**src/rtl/poly_power2round_seq_pkg.sv**
```systemverilog
// Shared constants and types for the sequential Power2Round controller.
// Holds the polynomial geometry defaults (N, LANES), the Dilithium parameters
// (D, Q), the derived word count / address width and the controller state type.
package poly_power2round_seq_pkg;

    // Address width for a RAM of 'words' entries; never narrower than one bit.
    function automatic int addr_width(input int words);
        return (words > 1) ? $clog2(words) : 1;
    endfunction

    localparam int P2R_N     = 256;
    localparam int P2R_LANES = 4;
    localparam int P2R_D     = 13;
    localparam int P2R_Q     = 8380417;
    localparam int P2R_WORDS = P2R_N / P2R_LANES;
    localparam int P2R_AW    = addr_width(P2R_WORDS);

    typedef enum logic [1:0] {
        ST_IDLE  = 2'd0,
        ST_RUN   = 2'd1,
        ST_DRAIN = 2'd2,
        ST_DONE  = 2'd3
    } p2r_state_t;

endpackage

```
**src/rtl/poly_power2round_seq_p2r.sv**
```systemverilog
// Power2Round cell: splits a signed 32-bit coefficient into a1 (high part) and
// a0 (centred low part) with a == a1*2^D + a0. Purely combinational.
// Ports: i_a coefficient in; o_a1 = (a + 2^(D-1) - 1) >>> D; o_a0 = a - (a1 << D).
module poly_power2round_seq_p2r #(
    parameter int D = 13
) (
    input  logic signed [31:0] i_a,
    output logic signed [31:0] o_a0,
    output logic signed [31:0] o_a1
);

    // Rounding offset biases the split so a0 lands in (-2^(D-1), 2^(D-1)].
    localparam logic signed [31:0] RND = 32'((1 << (D - 1)) - 1);

    logic signed [31:0] w_rnd;

    assign w_rnd = i_a + RND;
    assign o_a1  = w_rnd >>> D;
    assign o_a0  = i_a - (o_a1 <<< D);

endmodule

```
**src/rtl/poly_power2round_seq.sv**
```systemverilog
// Sequential Power2Round over an N-coefficient polynomial stored LANES per RAM word.
// Ports: clk/rst (sync, active-high); start/busy/done handshake; rd_en/rd_addr/rd_data
// to the source RAM (1-cycle read); wr_en/wr_addr/a0_data/a1_data to the result RAMs;
// range_err sticky flag for any input coefficient outside [0, Q-1].
module poly_power2round_seq
    import poly_power2round_seq_pkg::*;
#(
    parameter  int N     = P2R_N,
    parameter  int LANES = P2R_LANES,
    parameter  int D     = P2R_D,
    parameter  int Q     = P2R_Q,
    localparam int WORDS = N / LANES,
    localparam int AW    = addr_width(WORDS)
) (
    input  logic                  clk,
    input  logic                  rst,
    input  logic                  start,
    output logic                  busy,
    output logic                  done,
    output logic                  rd_en,
    output logic [AW-1:0]         rd_addr,
    input  logic [32*LANES-1:0]   rd_data,
    output logic                  wr_en,
    output logic [AW-1:0]         wr_addr,
    output logic [32*LANES-1:0]   a0_data,
    output logic [32*LANES-1:0]   a1_data,
    output logic                  range_err
);

    localparam logic [AW-1:0] LAST_ADDR = AW'(WORDS - 1);

    p2r_state_t             r_state;
    p2r_state_t             w_next_state;
    logic                   w_issue;
    logic                   w_start_acc;

    logic [AW-1:0]          r_cnt;
    logic                   r_s1_vld;
    logic [AW-1:0]          r_s1_addr;
    logic                   r_wr_en;
    logic [AW-1:0]          r_wr_addr;
    logic [32*LANES-1:0]    r_a0;
    logic [32*LANES-1:0]    r_a1;
    logic                   r_range_err;

    logic [LANES-1:0]       w_lane_bad;
    logic [32*LANES-1:0]    w_a0_word;
    logic [32*LANES-1:0]    w_a1_word;

    // Next-state and read-issue decode.
    always_comb begin
        w_next_state = r_state;
        w_issue      = 1'b0;
        case (r_state)
            ST_IDLE: begin
                if (start) begin
                    w_next_state = ST_RUN;
                end
            end
            ST_RUN: begin
                w_issue = 1'b1;
                if (r_cnt == LAST_ADDR) begin
                    w_next_state = ST_DRAIN;
                end
            end
            ST_DRAIN: begin
                // Leave once the last word's write strobe is on the outputs.
                if (r_wr_en && (r_wr_addr == LAST_ADDR)) begin
                    w_next_state = ST_DONE;
                end
            end
            ST_DONE: begin
                w_next_state = ST_IDLE;
            end
            default: begin
                w_next_state = ST_IDLE;
            end
        endcase
    end

    assign w_start_acc = (r_state == ST_IDLE) && start;

    // Stage 1 is the RAM output register itself: r_s1_vld/r_s1_addr are the
    // read strobe and address delayed to line up with rd_data. The cells work
    // on rd_data directly and stage 2 registers their results.
    for (genvar g = 0; g < LANES; g++) begin : g_lane
        logic [31:0]        w_lane;
        logic signed [31:0] w_a0;
        logic signed [31:0] w_a1;

        assign w_lane        = rd_data[32*g +: 32];
        // Sign bit set covers negatives; otherwise an unsigned compare is exact.
        assign w_lane_bad[g] = w_lane[31] | (w_lane >= 32'(Q));

        poly_power2round_seq_p2r #(
            .D(D)
        ) u_p2r (
            .i_a  (w_lane),
            .o_a0 (w_a0),
            .o_a1 (w_a1)
        );

        assign w_a0_word[32*g +: 32] = w_a0;
        assign w_a1_word[32*g +: 32] = w_a1;
    end

    always_ff @(posedge clk) begin
        if (rst) begin
            r_state     <= ST_IDLE;
            r_cnt       <= '0;
            r_s1_vld    <= 1'b0;
            r_s1_addr   <= '0;
            r_wr_en     <= 1'b0;
            r_wr_addr   <= '0;
            r_a0        <= '0;
            r_a1        <= '0;
            r_range_err <= 1'b0;
        end else begin
            r_state <= w_next_state;

            // Counter wraps back to zero after the last word of a run.
            if (w_start_acc) begin
                r_cnt <= '0;
            end else if (w_issue) begin
                r_cnt <= r_cnt + 1'b1;
            end

            r_s1_vld  <= w_issue;
            r_s1_addr <= r_cnt;

            r_wr_en <= r_s1_vld;
            if (r_s1_vld) begin
                r_wr_addr <= r_s1_addr;
                r_a0      <= w_a0_word;
                r_a1      <= w_a1_word;
            end

            // The pipeline is empty in IDLE, so clear and set never coincide.
            if (w_start_acc) begin
                r_range_err <= 1'b0;
            end else if (r_s1_vld && (|w_lane_bad)) begin
                r_range_err <= 1'b1;
            end
        end
    end

    assign busy      = (r_state != ST_IDLE);
    assign done      = (r_state == ST_DONE);
    assign rd_en     = w_issue;
    assign rd_addr   = r_cnt;
    assign wr_en     = r_wr_en;
    assign wr_addr   = r_wr_addr;
    assign a0_data   = r_a0;
    assign a1_data   = r_a1;
    assign range_err = r_range_err;

endmodule

```
**config.mk**
```make
export PLATFORM = sky130hd
export DESIGN_NAME = poly_power2round_seq
export DESIGN_NICKNAME = d
export VERILOG_FILES = /design/src/rtl/poly_power2round_seq_pkg.sv /design/src/rtl/poly_power2round_seq_p2r.sv /design/src/rtl/poly_power2round_seq.sv
export SDC_FILE = /design/constraint.sdc
export NUM_CORES = 1
export LEC_CHECK = 0
export CAP_MARGIN = 40
export CORE_MARGIN = 2
export CORE_UTILIZATION = 40
export CTS_CLUSTER_SIZE = 14
export DETAILED_ROUTE_END_ITERATION = 10
export PLACE_DENSITY = 0.72
export REMOVE_ABC_BUFFERS = 1
export SLEW_MARGIN = 25
export SYNTH_ARGS = -nofsm -noshare
export SYNTH_HDL_FRONTEND = slang
export SYNTH_SLANG_ARGS = --single-unit
```
**constraint.sdc**
```tcl
create_clock -name clk -period 13.3 [get_ports clk]
set_input_delay 1.995 -clock clk [delete_from_list [all_inputs] [get_ports clk]]
set_output_delay 1.995 -clock clk [all_outputs]
set_load 0.05 [all_outputs]
```
# Word-level counts from Yosys, hierarchy flattened

Index checks and enable logic that the tools add are counted.

Memories: 0
Bits in latches: 0
Logic and storage cells: 47
Output and inout bits: 273
Bits in registers: 266
Memory bits (read-only): 0
Input bits: 131
Memory bits (writable): 0

Multiply operators: 0
Muxes and demuxes: 5
Reductions and logical operators: 8
Equal/unequal tests: 8
Divide/modulo/power cells: 0
Shift operators: 0
Order comparisons: 4
$add $sub $neg: 9
Bitwise operators: 4

Operators by type and width:

| operator               | number |
|---|---|
| $add 32x13->32 const B | 4 |
| $ge 32x23->1 const B   | 4 |
| $sub 32x32->32         | 4 |
| $eq 6x6->1 const B     | 2 |
| $pmux 2 s4             | 1 |
| $add 6x1->6 const B    | 1 |
| $mux 2                 | 3 |
| $ne 2x2->1 const B     | 3 |
| $eq 2x2->1 const B     | 2 |
| $or 1x1->1             | 4 |
| $reduce_or 4->1        | 1 |
| $logic_and 1x1->1      | 3 |
| $reduce_and 3->1       | 1 |
| $eq 2x1->1 const B     | 1 |
| $logic_not 2->1        | 1 |
| $reduce_bool 2->1      | 1 |
| $reduce_or 2->1        | 1 |
| $mux 1                 | 1 |

# Logic depth before layout (Yosys ltp)

Gate-level depths: netlist of the first run.

Word-level depth: 4
Gate-level depth with buffers: 17
Gate-level depth less buffers: 17

# Modules after synthesis

Synthesis of the first run repeated with hierarchy kept, for this count alone.

Cell total of the unflattened synthesis: 1817
Area, all modules: 16365.7 sq um

By module, submodules not included:

| module                                          | area an instance (sq um) | cells an instance | instances | seq. area each (sq um) |
|---|---|---|---|---|
| poly_power2round_seq                            | 10246.1                  | 966               | 1         | 5585.4 |
| poly_power2round_seq_p2r at g_lane[1].u_p2r ... | 1492.7                   | 210               | 2         | 0.0 |
| poly_power2round_seq_p2r at g_lane[0].u_p2r     | 1580.3                   | 212               | 1         | 0.0 |
| poly_power2round_seq_p2r at g_lane[2].u_p2r     | 1554.0                   | 219               | 1         | 0.0 |

# Worst setup path before layout of the first run

Ideal clock, no wire load.

Path kind: input-to-reg
Start: input rd_data[40]
End: register r_a0[60], in the netlist a0_data[60]
Slack: 7624 ps
Buffers on the path: 0
Data arrival time: 5557 ps
Setup time: 120 ps
Stages on the path: 16
Data required time: 13180 ps
Cells stage by stage: or4_4 o41ai_4 inv_2 nand2_2 nor2_1 ha_1 xnor2_1 a21o_1 nor2_1 a2111oi_4 nand2_1 o31ai_2 a31o_2 a21oi_2 o311a_1 a211o_1

Longest elaborated chain between the ends: 2

Ends and longest elaborated chain:

| what                        | line                           | source |
|---|---|---|
| from (decl)                 | poly_power2round_seq.sv:22     | `input logic [32*LANES-1:0] rd_data,` |
| $add 32x13->32              | poly_power2round_seq_p2r.sv:17 | `assign w_rnd = i_a + RND;` |
| via g_lane[1].u_p2r.o_a1[4] | poly_power2round_seq_p2r.sv:9  | `output logic signed [31:0] o_a1` |
| $sub 32x32->32              | poly_power2round_seq_p2r.sv:19 | `assign o_a0 = i_a - (o_a1 <<< D);` |
| to (signal assigned)        | poly_power2round_seq.sv:134    | `r_a0 <= w_a0_word;` |
| to (decl)                   | poly_power2round_seq.sv:42     | `logic [32*LANES-1:0] r_a0;` |

The timed path passes the listed nets, and every way through them passes these cells.
A chain may end at the register's enable or synchronous reset.

# Worst setup path after layout of the first run

Start: input rd_data[0]
End: register r_a0[28], in the netlist a0_data[28]

Longest elaborated chain between the ends: 2

Ends and longest elaborated chain:

| what                        | line |
|---|---|
| $add 32x13->32              | poly_power2round_seq_p2r.sv:17 |
| via g_lane[0].u_p2r.o_a1[2] | poly_power2round_seq_p2r.sv:9 |
| $sub 32x32->32              | poly_power2round_seq_p2r.sv:19 |

The timed path passes the listed nets, and every way through them passes these cells.

==> results of run 1 <==
-- power breakdown --
| group | total, uW | switching, uW | internal, uW | leakage, uW |
|---|---|---|---|---|
| clock | 725 | 291 | 434 | 0.000417 |
| sequential | 854 | 74.6 | 780 | 0.00185 |
| combinational | 1250 | 805 | 441 | 0.00479 |
| total | 2830 | 1170 | 1650 | 0.00705 |
-- layout make-up --
class | instances | share of cell area, %
clock buffer | 40 | 4.163
timing repair buffer | 413 | 22.63
sequential | 227 | 24.77
inverter | 53 | 1.097
tap | 448 | 3.053
clock inverter | 8 | 0.5383
multi-input combinational | 1146 | 43.75
-- layout by cell type, fill, tap and decap left out, types with 14 or more instances in the layout --
| cell | count |
|---|---|
| a211oi_1 | 26 |
| a21oi_1 | 40 |
| and2_1 | 17 |
| and3_1 | 21 |
| clkbuf_16 | 27 |
| clkdlybuf4s50_1 | 402 |
| dfxtp_1 | 226 |
| ha_1 | 74 |
| inv_1 | 49 |
| mux2i_1 | 175 |
| nand2_1 | 88 |
| nand3_1 | 34 |
| nor2_1 | 267 |
| nor2b_1 | 14 |
| nor3_1 | 28 |
| nor4_1 | 19 |
| o21ai_0 | 20 |
| xnor2_1 | 66 |
| xor2_1 | 73 |
-- state kept, by name, summed over array words and instances, names as in the netlist --
register	count
a0_data	128
a1_data	76
r_s1_addr	6
rd_addr	6
wr_addr	6
r_state	2
r_s1_vld	1
range_err	1
wr_en	1
-- worst min-delay path: cells and delay by family, from the launching register on --
kind / cells / cell delay (ns)
AO/OA/AOI/OAI: 1 / 0.05
flip-flops: 1 / 0.31
AND/OR/NAND/NOR: 1 / 0.06
-- through the flow --
step	worst slack, ns	instances	power, uW
floorplan	3.201	1426	1765
global placement	6.808	2283	2098
detailed placement	6.792	2286	2115
CTS	7.335	2334	2854
global route	6.928	2335	2955
finish	7.244	2335	2826
-- kinds of logic (layout without fill, tap and decap cells) --
family | after synthesis | in the layout | synth area share (%)
simple gates | 551 | 551 | 18.94
flops | 227 | 227 | 33.80
compound gates | 200 | 200 | 11.26
mux | 182 | 182 | 13.62
buf+inv | 171 | 514 | 6.432
xor+xnor | 139 | 139 | 9.056
fa+ha+maj | 74 | 74 | 6.888
-- worst paths after layout --
path,start,endpoint,slack [ns],depth (start not counted)
worst max-delay path,rd_data[0],a0_data[28],7.24,15
worst min register to register,a0_data[91],a0_data[91],0.46,2
worst min-delay path,a0_data[91],a0_data[91],0.46,2
worst max register to register,r_s1_vld,a0_data[62],10.98,4
-- cells in the mapped netlist, types with 11 or more instances --
| cell | instances |
|---|---|
| o21ai_0 | 20 |
| dfxtp_1 | 227 |
| ha_1 | 74 |
| xnor2_1 | 66 |
| nand2_1 | 88 |
| and2_1 | 17 |
| buf_1 | 11 |
| nand4_1 | 11 |
| nor4_1 | 19 |
| a21oi_1 | 40 |
| a211oi_1 | 26 |
| inv_1 | 50 |
| buf_4 | 53 |
| clkbuf_1 | 49 |
| mux2i_1 | 175 |
| and3_1 | 21 |
| nor3_1 | 28 |
| xor2_1 | 73 |
| nor2b_1 | 14 |
| nor2_1 | 267 |
| nand3_1 | 34 |
-- layer usage --
metal | GRT usage [%] | up-vias | share of wire (%)
met5 | 0 | - | 0.040
met4 | 7.173 | 2 | 3.1
met3 | 4.991 | 71 | 6.8
met2 | 36.59 | 377 | 46
met1 | 27.82 | 5663 | 44
li1 | - | 6010 | -
==> results.tsv, run 1 <==
metric	value	unit
largest area contributor in the netlist	dfxtp_1	
Netlist cell types	84	
layout cells sized above 1	4.928	%
WP data arrival	6.53	ns
Lkg Pwr	0.007051	uW
Row Count	67	
CP required	13.78	ns
wire length per cell	17.13	um
die width	187.3	um
synth top area cells	dfxtp_1 (34%), mux2i_1 (13%), nor2_1 (7.5%)	
PwrDens	153.9	nW/um^2
post-route ant nets	0	
Seq. cell area	4548	um^2
FMAX	0.1651	GHz
synthesized flop and latch total	227	
initial antenna violation count	1	
Fill cells	3056	
endpoints failing setup	0	
crit-path max FO	9	
Post-synth EDFFs	0	
CTS max path bufs	3	
slowest stage cell, crit path	a211oi_1	
status	finished, final reports clean	
core area	33280	um^2
synthesis-to-layout area growth	36.60	%
I/O Buffers	403	
drt pass-1 iters	5	
worst IR drop on VDD	0.09774	mV
fin crit share	45.53	%
Avg Inst Size Synth	8.707	um^2
first-pass GRT wire length	62.95	mm
Post-CTS Hold Buffers	0	
vias per cell	5.192	
I/O Pins	404	
Worst-Skew Late Latency	0.54	ns
CTS Buf Count	27	
Hold WS	0.4597	ns
Crit path buffers/inverters	2	
CTS tree	yes	
Synth Instances	1544	
diode count	0	
die area	35090	um^2
area taken by multi-input logic gates	8034	um^2
vias after detailed routing	12120	
Max-Cap Viols	0	
postcts setup bufs	0	
Largest delay share family, worst path	compound AO/OA/AOI/OAI gates	
max incr delay on CP	0.60	ns
Ys Warns	0	
vias in the first global route	11610	
# nets final	2073	
aggregate global routing overflow	0	
CP endpoint kind	register	
first-iteration detailed-routing DRC count	539	
Critical Path Source Type	input pin	
final core occ	55.18	%
Rel. slew slack	40.30	%
cell area after layout	18360	um^2
post-CTS sizing	0	
sequential area share after synthesis	33.80	%
GP Congestion	0.9000	
synthesized area	13440	um^2
largest net degree at the start of global routing	126	
final wirelength	39.99	mm
top cell type's share of synthesized area	33.80	%
Final HPWL DP	30.34	mm
die height	187.3	um
Clk pin slew, worst setup/hold paths	0.06	ns
Final TNS setup	0	ns
Worst Hold Class	reg -> reg	
Setup Skew	0.009410	ns
Total GRT Usage	21.87	%
placed cell area	17470	um^2
root buf cell	clkbuf_16	
async set or reset register ratio after synthesis	0	%
CTS HTree Levels	1	
Max Slew Vio Count	0	
crit path kind	in -> reg	
# DRC	0	
worst path cell trace	clkdlybuf4s50_1, nor4_1, a41oi_1, nand2_1, inv_1, ha_1, xor2_1, nor3_1, a211o_1, a221oi_1, nor2_1, a211oi_1, nand4bb_1, mux2_2, a21oi_1	
Worst Tran Pin Value	0.8955	ns
CTS Sinks	227	
Final Hold Fails	0	
Most used DFF post-synth	dfxtp_1	
unrepaired setup endpoints after global routing	false	
Initial Util	40.39	%
clock period minus worst slack	6.056	ns
No activity file was read; power rests on OpenSTA's default activity.
==> run 2, diff against run 1 <==
- PLACE_DENSITY: 0.72 -> 0.74
- clock period: 13.3 -> 4.95 ns (I/O delays scaled with it)
==> results.tsv, run 2 (same netlist as run 1, synthesis figures left out) <==
metric	value	unit	change
Final HPWL DP	31.03	mm	+2.3%
Critical Path Source Type	input pin		
synthesis-to-layout area growth	37.70	%	
# DRC	0		unchanged
largest net degree at the start of global routing	148		+17%
CTS max path bufs	3		unchanged
max incr delay on CP	0.56	ns	-0.04 ns
Total GRT Usage	22.38	%	+0.51 points
clock period minus worst slack	4.428	ns	
postcts setup bufs	0		unchanged
vias in the first global route	11960		+2.9%
CTS Sinks	227		unchanged
end of the worst hold path	a0_data[92]		
crit path kind	in -> reg		
Final TNS setup	0	ns	unchanged
status	finished, final reports clean		
GP Congestion	0.9336		+3.7%
Worst Hold Class	reg -> reg		
Final Hold Fails	0		unchanged
CTS tree	yes		
Max-Cap Viols	0		unchanged
Fill cells	3066		+0.33%
worst IR drop on VDD	0.2852	mV	+190%
wire length per cell	17.38	um	+1.5%
vias per cell	5.185		-0.12%
core area	33280	um^2	unchanged
die width	187.3	um	unchanged
Initial Util	40.39	%	unchanged
post-route ant nets	0		unchanged
FMAX	0.2259	GHz	
fin crit share	89.45	%	
max reg flops	128		unchanged
Lkg Pwr	0.007170	uW	+1.7%
Worst-Skew Late Latency	0.55	ns	about the same
Rel. slew slack	35.04	%	-5.3 points
slowest stage cell, crit path	or4_4		
worst setup margin	0.5223	ns	-6.722 ns
first-iteration detailed-routing DRC count	492		-8.7%
initial antenna violation count	2		+1
Setup Skew	0.01354	ns	+0.004127 ns
PwrDens	409.4	nW/um^2	+170%
FF-to-FF path depth	4		unchanged
post-CTS sizing	0		unchanged
endpoints failing setup	0		unchanged
CTS HTree Levels	1		unchanged
final wirelength	40.96	mm	+2.4%
Post-CTS Hold Buffers	0		unchanged
Finished Layout Cells	2357		+0.94%
worst path cell trace	clkdlybuf4s50_1, or4_4, o41ai_4, buf_4, inv_2, nand2_2, buf_4, inv_2, ha_1, xor2_1, inv_1, nand2_1, o221ai_1, a41oi_1, o21ai_1, a21oi_1, o21ai_0, a211o_1		
crit-path max FO	8		-1
vias after detailed routing	12220		+0.82%
worst slack, placed	-0.01336	ns	-6.805 ns
drt pass-1 iters	5		unchanged
Clk pin slew, worst setup/hold paths	0.06	ns	about the same
Hold Crit Start	a0_data[92]		
Worst Tran Pin Value	0.9745	ns	+0.07901 ns
die height	187.3	um	unchanged
cell area after layout	18510	um^2	+0.81%
CP required	5.39	ns	-8.39 ns
root buf cell	clkbuf_16		
# nets final	2093		+0.96%
r2r setup slk	2.93	ns	-8.05 ns
first-pass GRT wire length	64.65	mm	+2.7%
CTS Buf Count	26		-3.7%
commonest non-fill, non-tap cell in the layout	clkdlybuf4s50_1		
I/O Buffers	403		unchanged
reg2reg start	r_s1_vld		
area taken by multi-input logic gates	8035	um^2	about the same
placed cell count	2308		+0.96%
aggregate global routing overflow	0		unchanged
CP endpoint kind	register		
placed cell area	17660	um^2	+1.1%
die area	35090	um^2	unchanged
unrepaired setup endpoints after global routing	false		
most frequent cells in the layout	clkdlybuf4s50_1 (402), nor2_1 (267), dfxtp_1 (226)		
layout cells sized above 1	6.289	%	+1.4 points
hold depth	2		unchanged
Row Count	67		unchanged
final core occ	55.62	%	+0.45 points
reg-to-reg endpoint	a0_data[95]		
Max Slew Vio Count	0		unchanged
I/O Pins	404		unchanged
Seq. cell area	4548	um^2	unchanged
WP data arrival	4.86	ns	-1.67 ns
run 2: cell types whose count changed in the layout (fill, tap and decap cells not counted), sizes merged:
cell / change
buf: +21
bufinv: -1
clkbuf: -5
clkinv: +7
clkinvlp: -2
diode: +1
inv: +1
run 2: final cells by class:
type | count | area share [%]
Clock inverter | 13 | 0.6151
Antenna cell | 1 | 0.01352
Inverter | 53 | 1.088
Sequential cell | 227 | 24.57
Tap cell | 448 | 3.028
Clock buffer | 35 | 3.968
Multi-Input combinational cell | 1146 | 43.41
Timing Repair Buffer | 434 | 23.31
run 2: power by group:
| part | leakage (uW) | internal [uW] | switching, uW | total [uW] |
|---|---|---|---|---|
| clock | 0.000426 | 1100 | 809 | 1910 |
| sequential | 0.00185 | 2090 | 185 | 2280 |
| combinational | 0.00490 | 1200 | 2190 | 3390 |
run 2: worst max path at each step:
| stage | from | endpoint | slack, ns | depth (start not counted) |
|---|---|---|---|---|
| after floorplan | r_s1_vld | a0_data[59] | -5.15 | 3 |
| after global placement | rd_data[40] | a0_data[60] | 0.1 | 18 |
| after detailed placement | rd_data[41] | a0_data[60] | -0.01 | 18 |
| after CTS | rd_data[41] | a0_data[60] | 0.56 | 18 |
| after global routing | rd_data[0] | a0_data[28] | 0.19 | 16 |
| final | rd_data[41] | a0_data[61] | 0.52 | 18 |
run 2: through the flow:
stage / total power [uW] / hold slack (ns)
finish: 7578 / 0.4620
global route: 7927 / 0.4830
floorplan: 4743 / 0.4413
global placement: 5659 / 0.4460
CTS: 7649 / 0.4644
detailed placement: 5714 / 0.4566
run 2: metal layers:
metal / global-route usage, % / part of all wire [%] / vias up
li1: - / - / 6050
met1: 27.48 / 43 / 5753
met2: 39.29 / 48 / 359
met3: 5.216 / 6.9 / 60
met4: 5.739 / 2.3 / 0
met5: 0 / 0 / -
run 2: worst max-delay path, delay by kind of cell:
family                   cells  cell delay (ns)
AO/OA/AOI/OAI                7             1.84
XOR/XNOR                     1             0.27
AND/OR/NAND/NOR              3             0.70
buffers and inverters        6             1.00
adder cells (fa/ha/maj)      1             0.30
==> run 3, diff against run 2 <==
- REMOVE_ABC_BUFFERS: 1 -> not set
==> results.tsv, run 3 (same netlist as run 1, synthesis figures left out) <==
metric	value	unit	change
status	finished, final reports clean		
Final HPWL DP	32.75	mm	+5.5%
Post-CTS Hold Buffers	0		unchanged
CTS tree	yes		
sw frac	40.72	%	-1.3 points
CTS HTree Levels	1		unchanged
Clk pin slew, worst setup/hold paths	0.06	ns	about the same
drt pass-1 iters	5		unchanged
Initial Util	40.39	%	unchanged
layout cells sized above 1	6.774	%	+0.49 points
die width	187.3	um	unchanged
Hold Crit Start	r_s1_addr[1]		
PwrDens	418.6	nW/um^2	+2.3%
Rel. slew slack	47.76	%	+13 points
# DRC	0		unchanged
CP required	5.37	ns	-0.02 ns
Crit path top cell by count	nor2_1		
CTS Buf Count	27		+3.8%
worst setup margin	0.5094	ns	-0.01290 ns
Total GRT Usage	23.00	%	+0.62 points
syn nets	1749		
worst IR drop on VDD	0.2693	mV	-5.6%
CTS Sinks	227		unchanged
Max Slew Vio Count	0		unchanged
I/O Buffers	403		unchanged
overall power	7845	uW	+3.5%
# nets final	2105		+0.57%
switching pwr	3195	uW	+0.39%
Worst Hold Class	reg -> reg		
Final TNS setup	0	ns	unchanged
die area	35090	um^2	unchanged
aggregate global routing overflow	0		unchanged
initial antenna violation count	4		+2
CP endpoint kind	register		
reg2reg start	r_s1_vld		
Clk pwr share	27.4	%	+2.2 points
FF-to-FF path depth	4		unchanged
final wirelength	42.26	mm	+3.2%
crit path kind	in -> reg		
Crit path buffers/inverters	2		-4
Critical Path Source Type	input pin		
Final Hold Fails	0		unchanged
Lkg Pwr	0.007274	uW	+1.5%
slowest stage cell, crit path	or4_4		
worst slack, placed	-0.02059	ns	-0.007230 ns
max incr delay on CP	0.58	ns	+0.02 ns
hold depth	2		unchanged
unrepaired setup endpoints after global routing	false		
CTS max path bufs	3		unchanged
vias in the first global route	11930		-0.24%
WP data arrival	4.86	ns	about the same
Max-Cap Viols	0		unchanged
I/O Pins	404		unchanged
core area	33280	um^2	unchanged
largest net degree at the start of global routing	116		-22%
root buf cell	clkbuf_16		
postcts setup bufs	0		unchanged
max reg flops	128		unchanged
worst path cell trace	clkdlybuf4s50_1, or4_4, o41ai_4, inv_2, nand2_2, nor2_1, ha_1, xnor2_1, a21o_1, nor2_1, a2111oi_4, nand2_1, o31ai_2, a31o_2, a21oi_2, o311a_1, a211o_1		
max layer used	met5		
vias after detailed routing	12330		+0.84%
commonest non-fill, non-tap cell in the layout	clkdlybuf4s50_1		
fin crit share	89.71	%	+0.26 points
clock period minus worst slack	4.441	ns	+0.01290 ns
Levels on crit path	17		-1
sequential share of power	29.6	%	-0.5 points
Row Count	67		unchanged
first-pass GRT wire length	65.61	mm	+1.5%
Pint	4650	uW	+5.8%
first-iteration detailed-routing DRC count	669		+36%
Gate power share	43.0	%	-1.8 points
Setup Skew	0.007053	ns	-0.006484 ns
Worst Tran Pin Value	0.7836	ns	-0.1908 ns
GP Congestion	0.9209		-1.4%
CP startpoint	rd_data[40]		
Largest delay share family, worst path	compound AO/OA/AOI/OAI gates		
vias per cell	5.203		+0.33%
Met2 Routed Length	20.06	mm	+1.8%
FMAX	0.2252	GHz	-0.29%
most frequent cells in the layout	clkdlybuf4s50_1 (402), nor2_1 (267), dfxtp_1 (226)		
WL met3	3.210	mm	+14%
post-route ant nets	0		unchanged
crit-path max FO	5		-3
wire length per cell	17.84	um	+2.6%
endpoints failing setup	0		unchanged
synthesis-to-layout area growth	39.41	%	
M1 wire length	17.95	mm	+2.5%
Worst-Skew Late Latency	0.53	ns	-0.02 ns
post-CTS sizing	0		unchanged
die height	187.3	um	unchanged
-- run 3: changes by cell type in the layout (fill, tap and decap cells not counted), sizes merged --
| cell | previous run | this run |
|---|---|---|
| buf | 32 | 43 |
| clkinv | 11 | 6 |
| bufinv | 1 | 5 |
| clkinvlp | 0 | 2 |
| inv | 54 | 52 |
| clkbuf | 35 | 36 |
| diode | 1 | 2 |
-- run 3: metal layers --
layer | vias up | global-route usage, %
met5 | - | 0
met4 | 4 | 6.410
met3 | 57 | 6.604
met2 | 361 | 39.91
met1 | 5830 | 27.67
li1 | 6073 | -
-- run 3: worst min-delay path, cell delays in order, from the launching register on --
cell and delay (ns):
dfxtp_1 0.31, mux2i_1 0.06, nor2_1 0.07
-- run 3: final timing paths --
kind	slack (ns)	to
max	0.51	a0_data[60]
min	0.47	wr_addr[1]
max reg2reg	2.40	a0_data[59]
min reg2reg	0.47	wr_addr[1]
-- run 3: layout make-up --
class                   instances  area [um^2]
fillers                      3000        14540
well taps                     448        560.5
repair buffers                445         4431
clock buffers                  36        770.7
multi-input cells            1146         8034
diodes                          2        5.005
flip-flops and latches        227         4548
clock inverters                12        190.2
inverters                      53        201.4
-- run 3: stage by stage --
step | hold slack, ns | area (um^2) | utilization (%) | std cells
after floorplan | 0.4408 | 13440 | - | 1544
after global placement | 0.4466 | 17680 | 53.11 | 2315
after detailed placement | 0.4591 | 17770 | 53.41 | 2319
after CTS | 0.4750 | 18740 | 56.30 | 2367
after global routing | 0.4853 | 18740 | 56.30 | 2368
final | 0.4716 | 18740 | 56.31 | 2369
-- run 3: power by group through the flow --
stage / Sequential (uW) / Clock (uW) / Combinational, uW
after CTS: 2320 / 2200 / 3390
after global routing: 2360 / 2270 / 3560
after floorplan: 3150 / 0 / 1550
after detailed placement: 2360 / 0 / 3380
final: 2320 / 2150 / 3380
after global placement: 2350 / 0 / 3330
